### src/rtl/light_monitor.sv
// light_monitor: passive safety checker for a two-road traffic-light output bus.
// Define LIGHT_MONITOR_STAT_EN to add per-road completed-green-phase counters.
module light_monitor #(
  parameter int CW         = 8,
  parameter int YELLOW_LEN = 3,
  parameter int MIN_GREEN  = 4
) (
  input  logic        i_clk,
  input  logic        i_rst,
  input  logic [1:0]  i_light_a,
  input  logic [1:0]  i_light_b,
  input  logic        i_clr,
  output logic        o_err_pulse,
  output logic        o_err_sticky,
  output logic [2:0]  o_err_code,
  output logic        o_err_road,
  output logic [1:0]  o_phase_a,
  output logic [1:0]  o_phase_b
`ifdef LIGHT_MONITOR_STAT_EN
  ,
  output logic [15:0] o_green_cnt_a,
  output logic [15:0] o_green_cnt_b
`endif
);

  localparam logic [1:0] PH_GREEN  = 2'b00;
  localparam logic [1:0] PH_YELLOW = 2'b01;
  localparam logic [1:0] PH_RED    = 2'b10;
  localparam logic [1:0] PH_BAD    = 2'b11;

  localparam logic [CW-1:0] CNT_MAX     = {CW{1'b1}};
  localparam logic [CW-1:0] CNT_ONE     = CW'(1);
  localparam logic [CW-1:0] YEL_CNT     = CW'(YELLOW_LEN);
  localparam logic [CW-1:0] MIN_GRN_CNT = CW'(MIN_GREEN);

  localparam logic [2:0] E_NONE     = 3'd0;
  localparam logic [2:0] E_ILLEGAL  = 3'd1;
  localparam logic [2:0] E_CONFLICT = 3'd2;
  localparam logic [2:0] E_TRANS    = 3'd3;
  localparam logic [2:0] E_YELLOW   = 3'd4;
  localparam logic [2:0] E_GREEN    = 3'd5;

  typedef struct packed {
    logic          ill;
    logic          trans;
    logic          yel;
    logic          grn;
    logic [CW-1:0] cnt;
  } road_chk_t;

  // Per-road checks of the current sample against the previous one; cnt is the
  // next value of that road's duration counter.
  function automatic road_chk_t eval_road(input logic [1:0]    cur,
                                          input logic [1:0]    prev,
                                          input logic [CW-1:0] cnt,
                                          input logic          primed);
    road_chk_t res;
    logic      changed;
    changed   = (cur != prev);
    res.ill   = (cur == PH_BAD);
    res.trans = primed && ((prev == PH_GREEN  && cur == PH_RED)    ||
                           (prev == PH_YELLOW && cur == PH_GREEN)  ||
                           (prev == PH_RED    && cur == PH_YELLOW));
    res.yel   = primed && changed && (prev == PH_YELLOW) && (cnt != YEL_CNT);
    res.grn   = primed && changed && (prev == PH_GREEN) && (cnt < MIN_GRN_CNT);
    if (!primed || changed) begin
      res.cnt = CNT_ONE;
    end else if (cnt != CNT_MAX) begin
      res.cnt = cnt + CNT_ONE;
    end else begin
      res.cnt = cnt;
    end
    return res;
  endfunction

  logic [1:0]    phase_a_q, phase_b_q;
  logic [CW-1:0] cnt_a_q, cnt_b_q;
  logic          primed_q;
  logic          pulse_q;
  logic          sticky_q, sticky_d;
  logic [2:0]    code_q, code_d;
  logic          road_q, road_d;

  road_chk_t     chk_a, chk_b;
  logic          conflict_err;
  logic          any_err;
  logic [2:0]    first_code;
  logic          first_road;

  always_comb begin
    chk_a = eval_road(i_light_a, phase_a_q, cnt_a_q, primed_q);
    chk_b = eval_road(i_light_b, phase_b_q, cnt_b_q, primed_q);
  end

  // 11 counts as non-RED here, so an invalid code beside a lit road also conflicts.
  assign conflict_err = (i_light_a != PH_RED) && (i_light_b != PH_RED);

  // Lowest code wins, road A before road B within one code.
  always_comb begin
    first_code = E_NONE;
    first_road = 1'b0;
    if (chk_a.ill) begin
      first_code = E_ILLEGAL;
    end else if (chk_b.ill) begin
      first_code = E_ILLEGAL;
      first_road = 1'b1;
    end else if (conflict_err) begin
      first_code = E_CONFLICT;
    end else if (chk_a.trans) begin
      first_code = E_TRANS;
    end else if (chk_b.trans) begin
      first_code = E_TRANS;
      first_road = 1'b1;
    end else if (chk_a.yel) begin
      first_code = E_YELLOW;
    end else if (chk_b.yel) begin
      first_code = E_YELLOW;
      first_road = 1'b1;
    end else if (chk_a.grn) begin
      first_code = E_GREEN;
    end else if (chk_b.grn) begin
      first_code = E_GREEN;
      first_road = 1'b1;
    end
  end

  assign any_err = (first_code != E_NONE);

  // A clear in the same cycle as a new violation still captures the violation.
  always_comb begin
    sticky_d = sticky_q;
    code_d   = code_q;
    road_d   = road_q;
    if (i_clr) begin
      sticky_d = 1'b0;
      code_d   = E_NONE;
      road_d   = 1'b0;
    end
    if (any_err && (!sticky_q || i_clr)) begin
      sticky_d = 1'b1;
      code_d   = first_code;
      road_d   = first_road;
    end
  end

  always_ff @(posedge i_clk or posedge i_rst) begin
    if (i_rst) begin
      phase_a_q <= PH_RED;
      phase_b_q <= PH_RED;
      cnt_a_q   <= '0;
      cnt_b_q   <= '0;
      primed_q  <= 1'b0;
      pulse_q   <= 1'b0;
      sticky_q  <= 1'b0;
      code_q    <= E_NONE;
      road_q    <= 1'b0;
    end else begin
      phase_a_q <= i_light_a;
      phase_b_q <= i_light_b;
      cnt_a_q   <= chk_a.cnt;
      cnt_b_q   <= chk_b.cnt;
      primed_q  <= 1'b1;
      pulse_q   <= any_err;
      sticky_q  <= sticky_d;
      code_q    <= code_d;
      road_q    <= road_d;
    end
  end

  assign o_err_pulse  = pulse_q;
  assign o_err_sticky = sticky_q;
  assign o_err_code   = code_q;
  assign o_err_road   = road_q;
  assign o_phase_a    = phase_a_q;
  assign o_phase_b    = phase_b_q;

`ifdef LIGHT_MONITOR_STAT_EN
  logic [15:0] green_a_q, green_a_d;
  logic [15:0] green_b_q, green_b_d;
  logic        green_exit_a, green_exit_b;

  assign green_exit_a = (phase_a_q == PH_GREEN) && (i_light_a != PH_GREEN);
  assign green_exit_b = (phase_b_q == PH_GREEN) && (i_light_b != PH_GREEN);

  always_comb begin
    green_a_d = green_a_q;
    green_b_d = green_b_q;
    if (i_clr) begin
      green_a_d = '0;
      green_b_d = '0;
    end else begin
      if (green_exit_a && green_a_q != 16'hFFFF) green_a_d = green_a_q + 16'd1;
      if (green_exit_b && green_b_q != 16'hFFFF) green_b_d = green_b_q + 16'd1;
    end
  end

  always_ff @(posedge i_clk or posedge i_rst) begin
    if (i_rst) begin
      green_a_q <= '0;
      green_b_q <= '0;
    end else begin
      green_a_q <= green_a_d;
      green_b_q <= green_b_d;
    end
  end

  assign o_green_cnt_a = green_a_q;
  assign o_green_cnt_b = green_b_q;
`endif

endmodule
### config.mk
export PLATFORM = sky130hd
export DESIGN_NAME = light_monitor
export DESIGN_NICKNAME = d
export VERILOG_FILES = /design/src/rtl/light_monitor.sv
export SDC_FILE = /design/constraint.sdc
export NUM_CORES = 1
export LEC_CHECK = 0
export CAP_MARGIN = 15
export CORE_MARGIN = 4
export CORE_UTILIZATION = 60
export DETAILED_ROUTE_END_ITERATION = 12
export GPL_ROUTABILITY_DRIVEN = 0
export PLACE_DENSITY = 0.84
export SYNTH_ARGS = -nofsm -noshare
export SYNTH_HDL_FRONTEND = slang
export SYNTH_SLANG_ARGS = --single-unit
export TNS_END_PERCENT = 5
### constraint.sdc
create_clock -name i_clk -period 5 [get_ports i_clk]
set_input_delay 0.75 -clock i_clk [delete_from_list [all_inputs] [get_ports i_clk]]
set_output_delay 0.75 -clock i_clk [all_outputs]
set_load 0.005 [all_outputs]
# [Yosys cells after proc, flatten, opt, wreduce, memory -nomap -nowiden]
# Index checks and enable logic that the tools add are counted.
[totals] ff_bits=27 input_bits=7 output_inout_bits=10 wordCells=95
[op_classes] addsub=2 n_lt_le_gt_ge=2 eq_ne=18 mux=27 reduce_logical=37
[ops] cell="2-to-1 mux 3 bit" n=11
[ops] cell="2-to-1 mux 8 bit" n=4
[ops] cell="logical AND 1 bit" n=20
[ops] cell="adder 8 x 1 -> 8 bit (second input constant)" n=2
[ops] cell="less-than comparator 8 x 3 -> 1 bit (second input constant)" n=2
[ops] cell="!= test 8 x 2 -> 1 bit (second input constant)" n=2
[ops] cell="!= test 8 bit (second input constant)" n=2
[ops] cell="== test 2 bit (second input constant)" n=6
[ops] cell="2-to-1 mux 1 bit" n=12
[ops] cell="== test 2 x 1 -> 1 bit (second input constant)" n=4
[ops] cell="logical NOT 2 bit" n=4
[ops] cell="logical OR 1 bit" n=7
[ops] cell="nonzero test 2 bit" n=3
[ops] cell="!= test 2 bit" n=2
[ops] cell="!= test 2 bit (second input constant)" n=2
[ops] cell="nonzero test 3 bit" n=1
[ops] cell="logical NOT 1 bit" n=2

# [Depth between registers and ports, before layout]
# Gate-level depths: netlist of run 1.
[logic_depth] depth_word=16 ltp_mapped=6 depth_no_buf=6

# [Worst setup path before layout of run 1]
# No wires, ideal clock.
[synth_timing] kind="input port to flip-flop" startpoint="input i_light_a[0]" endpoint="register code_q[0], in the netlist o_err_code[0]" setup_ns=0.122 arrival_time_ns=1.940 required_ns=4.878 setup_slack_ns=2.938 cell_stages=6 path_buffers=1 path_cell_list="buf_6 > nor4b_1 > o31ai_1 > o2111a_2 > a311o_1 > o2bb2ai_1"
[synth_between] elab_chain_len=15 word_cells_on_any_way=30 classes_between="eq/ne: 5; mux: 9; reduce/logical: 16"
[synth_rtl] item="start: declaration" line="10" text="input logic [1:0] i_light_a,"
[synth_rtl] item="!= test 2 bit" line="59" text="changed = (cur != prev);"
[synth_rtl] item="logical AND 1 bit" line="64, 65"
[synth_rtl] item="logical AND 1 bit (2 in a row)" line="65" text="res.grn = primed && changed && (prev == PH_GREEN) && (cnt < MIN_GRN_CNT);"
[synth_rtl] item="2-to-1 mux 3 bit" line="119" text="end else if (chk_a.grn) begin"
[synth_rtl] item="2-to-1 mux 3 bit" line="116" text="end else if (chk_b.yel) begin"
[synth_rtl] item="2-to-1 mux 3 bit" line="114" text="end else if (chk_a.yel) begin"
[synth_rtl] item="2-to-1 mux 3 bit" line="111" text="end else if (chk_b.trans) begin"
[synth_rtl] item="2-to-1 mux 3 bit" line="109" text="end else if (chk_a.trans) begin"
[synth_rtl] item="2-to-1 mux 3 bit" line="107" text="end else if (conflict_err) begin"
[synth_rtl] item="2-to-1 mux 3 bit" line="104" text="end else if (chk_b.ill) begin"
[synth_rtl] item="2-to-1 mux 3 bit (*)" line="102" text="if (chk_a.ill) begin"
[synth_rtl] item="nonzero test 3 bit" line="127" text="assign any_err = (first_code != E_NONE);"
[synth_rtl] item="logical AND 1 bit" line="139" text="if (any_err && (!sticky_q || i_clr)) begin"
[synth_rtl] item="2-to-1 mux 3 bit / nonzero test 2 bit (equally long branches)"
[synth_rtl] item="end signal: assignment" line="165" text="code_q <= code_d;"
[synth_rtl] item="end: declaration" line="81" text="logic [2:0] code_q, code_d;"
# Every way passes the cells marked *; elsewhere a longest branch is shown, timed or not.
# A chain may end at the register's enable or synchronous reset.

# [Worst setup path after layout of run 1]
[layout_timing] startpoint="input i_light_a[1]" endpoint="register road_q, in the netlist o_err_road"
[layout_between] elab_chain_len=15 word_cells_on_any_way=38 classes_between="eq/ne: 5; mux: 17; reduce/logical: 16"
[layout_rtl] item="!= test 2 bit" line="59"
[layout_rtl] item="logical AND 1 bit" line="64, 65"
[layout_rtl] item="logical AND 1 bit (2 in a row)" line="65"
[layout_rtl] item="2-to-1 mux 3 bit" line="119"
[layout_rtl] item="2-to-1 mux 3 bit" line="116"
[layout_rtl] item="2-to-1 mux 3 bit" line="114"
[layout_rtl] item="2-to-1 mux 3 bit" line="111"
[layout_rtl] item="2-to-1 mux 3 bit" line="109"
[layout_rtl] item="2-to-1 mux 3 bit" line="107"
[layout_rtl] item="2-to-1 mux 3 bit" line="104"
[layout_rtl] item="2-to-1 mux 3 bit" line="102"
[layout_rtl] item="nonzero test 3 bit" line="127"
[layout_rtl] item="logical AND 1 bit" line="139"
[layout_rtl] item="2-to-1 mux 1 bit / nonzero test 2 bit (equally long branches)"
[layout_rtl] item="end signal: assignment" line="166" text="road_q <= road_d;"
[layout_rtl] item="end: declaration" line="82" text="logic road_q, road_d;"
# Parallel ways exist; a longest one is shown, timed or not.

==> results list, run 1 <==
- Final setup TNS: 0 ps
- TritonCTS built the clock tree.
- Post-CTS repair timing setup buffer count: 0
- Vias in the first global route: 1336
- VDD sags by at most 0.225 mV.
* Data required, critical path: around 5200 ps
- Unrepaired setup endpoints after global routing: no
* Max_slew headroom: 0.651
- Data on the critical path arrives at its endpoint at 2730 ps.
- Total count of max-transition violations in the final report: 0
- Worst-path maximum fanout: 10
- Number of design rule violations left after detail routing: 0
* Area share of the leading cell type in the synthesized netlist: 0.400
- Number of buffers on the longest clock path: 2
- Total iterations of the first detailed-routing run: 4
* Initial Util: 0.632
* Largest area contributor in the synthesized netlist: dfrtp_1
- Input/output buffers: 16
* Number of clock buffers inserted by TritonCTS: 3
* Synthesized instance count: approximately 160
- Mean instance size in the synthesized netlist: 9.60 µm²
* Horizontal die dimension: approximately 60 µm
- Initial antenna violation count: 0
* EDFF count, synth: 0
- The floorplan step defined a die boundary enclosing around 3500 µm².
- Drt initial violations: 36
- The number of cells on the worst reg-to-reg path is 5.
- Post-CTS Hold Buffers: 0
- Most used standard cell by instance count after synthesis: dfrtp_1
- After routing the design area is around 1800 µm².
- Status: completed
* Hold Crit Class: reg -> reg
- CTS built an H-tree with a depth of 1.
- Sorting the synthesized cells by area gives the leading types as dfrtp_1 (40%), nor2_1 (3.6%), dfstp_2 (3.4%).
- Worst slew pin tran: 519 ps
- Critical path class: in -> reg
* Total routing usage reported by global routing: 0.215
* GRT Residual Overflow: 0
- Top Ports: 17
- Clock Sinks: 27
- Routed Antenna Nets: 0
- Tcrit/Tclk final: 0.500
- Detailed placement ended at an HPWL of 2.42 mm.
- Reg2reg setup slack: 3030 ps
- Number of synthesis warnings: 0
- The worst register-to-register path ends at o_err_road.
* Placement Cell Area: 1730 µm²
- Post-synthesis sequential element count: 27
* Cell types with the highest counts after synthesis: dfrtp_1 (25), nor2_1 (15), nand2_1 (11)
- Max-cap viol count: 0
- Via count of the routed design: around 1300
- Entering global routing, the biggest net connects 28 pins.
- In this run the most critical hold path is launched from cnt_a_q[6].
* Ant. Diodes: 0
- Max Clk Rate: ~400 MHz
- Of the synthesized area, sequential elements account for 0.433.
- # resized after CTS: 0
- Static leakage power: 0.000717 µW
- Wires add up to 3.29 mm.
- Post-synthesis instance area: ~1600 µm²
- STA classifies the critical path startpoint as an input pin.
* Synthesized Nets: 172
- Die height: 59.1 µm
- Worst Hold Depth: 1
- In this run the standard cell core region covers 2480 µm².
* Net count, final: 189
* Row Count: 18
- Fraction of layout instances using a drive strength above 1: 0.0782
- CTS placed an instance of clkbuf_4 at the clock tree root.
- In this run the power density over the cells is approximately 240 nW/µm².
* Endpoint of the worst hold path: cnt_a_q[6]
- From synthesis to final layout, the design area changed by 13.8%.
- Of all flip-flops after synthesis, the portion carrying an async set or reset was 1.00.
- Most instantiated flip-flop cell in the synthesis netlist: dfrtp_1
- After detailed routing, the average wire length per cell comes to 15.7 µm.
- Via-to-Cell Ratio: 6.16
- Number of distinct library cells after synthesis: 49
- STA classifies the critical path endpoint as a flop.
- Worst skew pair latency: 330 ps
* Total count of hold-check failures in the final report: 0
* Global-route wire length before repair: 5.80 mm
- For the final database, setup skew stands at between 7 and 8 ps.
* Worst-path clk slew: 160 ps
* Critical register-to-register path startpoint: o_phase_a[1]
- Counting I/O delays and the setup requirement, the final critical path takes 2500 ps.
* Endpoints failing setup: 0
==> cell usage in the layout, fill, tap and decap left out, drive strengths merged, types with 4 or more instances in the layout <==
cell type / count
dfrtp: 25
and4: 4
nor2: 15
xor2: 6
nand3: 7
nand2b: 5
nor3b: 4
a21oi: 8
xnor2: 6
inv: 4
nand2: 11
clkdlybuf4s50: 16
o21ai: 8
nand4: 6
==> worst max-delay path by stage <==
stage          slack, ps  depth (start not counted)          from       endpoint
2_1_floorplan       2940                          6  i_light_a[0]  o_err_code[0]
3_5_place_dp        2190                          6  i_light_a[1]     o_err_road
5_1_grt             2300                          6  i_light_a[1]     o_err_road
6_report            2500                          6  i_light_a[1]     o_err_road
4_1_cts             2540                          6  i_light_a[1]     o_err_road
3_3_place_gp        2340                          6  i_light_a[1]     o_err_road
==> logic make-up after synthesis <==
kind of cell    count (synthesis)  share of synthesized area
simple gates                   72                      0.267
compound gates                 38                      0.169
flops                          27                      0.433
xor+xnor                       12                     0.0671
buf+inv                         9                     0.0328
fa+ha+maj                       2                     0.0160
mux                             2                     0.0128
other cells                     1                    0.00240
==> critical path, stage by stage <==
cell and delay [ps]:
clkdlybuf4s50_1 670, nor4b_1 140, o31ai_1 510, o2111ai_1 250, nor3_2 280, o32ai_1 120
==> layer usage <==
metal,vias up,share of wire,GRT usage
met5,-,0,0
met4,0,0.015,0.104
met3,4,0.030,0.0218
met2,24,0.51,0.364
met1,622,0.44,0.275
li1,637,-,-
==> registers in the layout, summed over array words and instances (netlist names) <==
register,cells
cnt_a_q,8
o_err_pulse,1
cnt_b_q,8
o_err_code,3
o_phase_a,2
o_phase_b,2
primed_q,1
o_err_sticky,1
o_err_road,1
==> area by class of cell <==
class | count | area, µm²
Sequential cell | 27 | 678
Clock buffer | 3 | 22.5
Timing Repair Buffer | 17 | 188
Tap cell | 30 | 37.5
Clock inverter | 1 | 5.00
Inverter | 4 | 15.0
Multi-Input combinational cell | 127 | 836
Fill cell | 209 | 696
==> per-stage QoR <==
step	hold slack [ps]	worst slack, ps	utilization	total power (µW)	cells
after detailed placement	529	2190	0.697	322	204
after global routing	577	2300	0.719	442	209
after global placement	517	2340	0.697	319	204
after CTS	552	2540	0.708	419	208
final	546	2500	0.719	420	209
after floorplan	483	2940	-	291	163
==> where the power goes <==
part | switching, µW | internal [µW] | total (µW)
logic | 38.4 | 42.3 | 80.8
registers | 10.6 | 230 | 241
clock network | 68.6 | 30.1 | 98.7
total | 118 | 303 | 420
Power figures use the tool's default switching activity.
==> inputs of run 2 (changes only) <==
CORE_UTILIZATION = 50   (was 60)
PLACE_DENSITY = 0.75   (was 0.84)
clock period = 2.05 ns   (was 5 ns; I/O delays follow)
==> run 2 against run 1 <==
  * Non-clock buffer count is 10 higher
  * Clock power grew to 2.5 times the previous value
  * Hold slack worse by 250 ps
  * Via count is 6.1% higher
  * Wire length is 3.9% lower
  * Register-to-register slack worse by 2900 ps
  * Largest cell class unchanged
  * Sequential share of layout area is 1.6 points lower
  * Sequential power is 140% higher
  * Worst setup slack worse by 2400 ps
  * Die area is 17% higher
  * Power is 150% higher
  * Flip-flop and latch count stayed put
==> results list, run 2 (same netlist as run 1, synthesis figures left out) <==
- The later-pin clock latency in the skew report was 330 ps (about the same).
- Input/output buffers: 16 (unchanged)
- The number of optimization iterations in the first detailed-route pass is 4 (unchanged).
- The row count was 20 (+2).
- The endpoint required time on the critical path is 2280 ps (-2950 ps).
- Reg2reg setup slack: 140 ps (-2890 ps)
* Number of buffers on the longest clock path: 2 (unchanged)
* Worst-path maximum fanout: 6 (-4)
- The root buffer cell chosen for the clock tree is clkbuf_4.
- Global-route wire length before repair: 5.38 mm (-7.1%)
- Clock Sinks: 27 (unchanged)
- The post-layout instance area was 1860 µm² (+4.3%).
- Final critical delay including setup and external delays: 1910 ps
- The routed length per placed instance was 13.6 µm (-14%).
- Final cell utilization of the core: 0.614 (-0.106)
- Commonest cells after routing, fill and taps aside: dfrtp_1 (25), clkdlybuf4s50_1 (16), nor2_1 (15)
- Total count of hold-check failures in the final report: 0 (unchanged)
* Most common cell after layout, fill and taps aside: dfrtp_1
- The net switching fraction of the power is 0.279 (-0.000995).
- Top Ports: 17 (unchanged)
- Max-cap viol count: 0 (unchanged)
- The cell area after placement came to 1830 µm² (+5.8%).
- Unrepaired setup endpoints after global routing: no
* Endpoints failing setup: 0 (unchanged)
- Pin count of the biggest net entering global routing: 28 (unchanged)
- The fraction of final layout cells with drive strength greater than 1 is 0.127 (+0.0488).
- Ant. Diodes: 0 (unchanged)
* Clock tree from TritonCTS: done
- The worst endpoint data arrival time came to 2140 ps (-590 ps).
* Startpoint type of the worst setup path: flop
- Clock network fraction of total power: 0.241 (+0.006)
- The detailed-route via count came to 1365 (+6.1%).
* Horizontal die dimension: 64.0 µm (+8.3%)
- Internal Dissipation: 752 µW (+150%)
- Cell area power density: 561 nW/µm² (+140%)
* Placeable core area: 3030 µm² (+22%)
- The number of buffers added for setup after CTS came to 0 (unchanged).
* Switching Power: 291 µW (+150%)
- The overall die height is 64.0 µm (+8.3%).
- Total routing usage reported by global routing: 0.163 (-0.0519)
- Worst-path clk slew: 160 ps (about the same)
* Drt initial violations: 98 (+170%)
* Area Overhead vs Synth: 18.7%
* IR drop worst, VDD: 0.243 mV (+7.9%)
- The number of cells on the worst reg-to-reg path was 5 (unchanged).
- The overall die area was 4090 µm² (+17%).
* Max Clk Rate: 524 MHz
- The overflow left after global routing is 0 (unchanged).
- The number of global-route vias before repair came to 1269 (-5.0%).
- Kind of end point of the critical path: flop
- The worst setup path is of the reg -> reg kind.
- Critical register-to-register path startpoint: cnt_b_q[2]
- The clock buffer count from CTS came to 3 (unchanged).
- Via-to-Cell Ratio: 5.86 (-4.9%)
* Tcrit/Tclk final: 0.931
- The number of nets still failing antenna checks after routing came to 0 (unchanged).
* Total count of max-transition violations in the final report: 0 (unchanged)
- The run finished with clean final reports.
- Final Routed Wirelength: 3.16 mm (-3.9%)
* Final setup TNS: 0 ps (unchanged)
* Static leakage power: 0.000757 µW (+5.6%)
* Initial antenna violation count: 0 (unchanged)
- The deepest level of the CTS H-tree came to 1 (unchanged).
* Fraction of power consumed by sequential logic: 0.563 (-0.010)
* Half-perimeter wire length after detailed placement: 2.41 mm (-0.77%)
* Post-CTS Hold Buffers: 0 (unchanged)
- Comb pwr share: 0.196 (+0.004)
- Hold Crit Class: in -> async
- The number of cells upsized or downsized after cts was 0 (unchanged).
- The clock skew after layout was 7.02 ps (-0.804 ps).
- Reg2reg end: o_err_code[0]
- The starting density of the core was 0.517 (-0.115).
* Net count, final: 199 (+5.3%)
- Number of design rule violations left after detail routing: 0 (unchanged)
-- run 2: changes by cell type in the layout (fill, tap and decap cells not counted), sizes merged --
cell    before  now
buf          1   11
clkinv       1    0
inv          4    5
-- run 2: final cells by class --
| type | count | area (µm²) |
|---|---|---|
| clock buffer | 3 | 22.5 |
| clock inverter | 1 | 8.76 |
| fill | 271 | 1170 |
| inverter | 4 | 15.0 |
| multi-input combinational | 127 | 836 |
| sequential | 27 | 678 |
| tap | 44 | 55.1 |
| timing repair buffer | 27 | 243 |
-- run 2: metal layers --
metal / track usage / part of all wire / up-vias
li1: - / - / 658
met5: 0 / 0 / -
met4: 0.0620 / 0.012 / 0
met3: 0.0264 / 0.047 / 8
met1: 0.201 / 0.45 / 661
met2: 0.284 / 0.50 / 38
-- run 2: power groups by stage --
stage	sequential, µW	combinational (µW)	clock [µW]
6_report	587	205	251
5_1_grt	591	228	282
4_1_cts	587	206	263
3_5_place_dp	597	205	0
3_3_place_gp	595	201	0
2_1_floorplan	593	118	0
-- run 2: worst max-delay path by stage --
stage	from	end	slack, ps	depth (start not counted)
CTS	cnt_b_q[0]	o_err_code[0]	130	6
global route	cnt_b_q[0]	o_err_code[0]	40	6
finish	cnt_b_q[2]	o_err_code[0]	140	5
global placement	i_light_a[0]	o_err_road	-40	6
floorplan	cnt_b_q[0]	o_err_code[0]	290	6
detailed placement	i_light_a[0]	o_err_code[0]	-120	6
-- run 2: worst max-delay path, stage by stage, from the launching register on --
cell and delay (ps):
dfrtp_1 470, nor4_2 380, o2111ai_1 250, and2_1 240, a311o_1 350, o2bb2ai_1 120
-- run 2: stage by stage --
step                power (µW)  worst slack (ps)  cells  hold slack, ps
floorplan                  711               291    163             312
global placement           796             -35.8    229             509
detailed placement         802              -124    229             531
CTS                       1060               129    233             310
global route              1100              44.4    233             327
finish                    1040               142    233             298
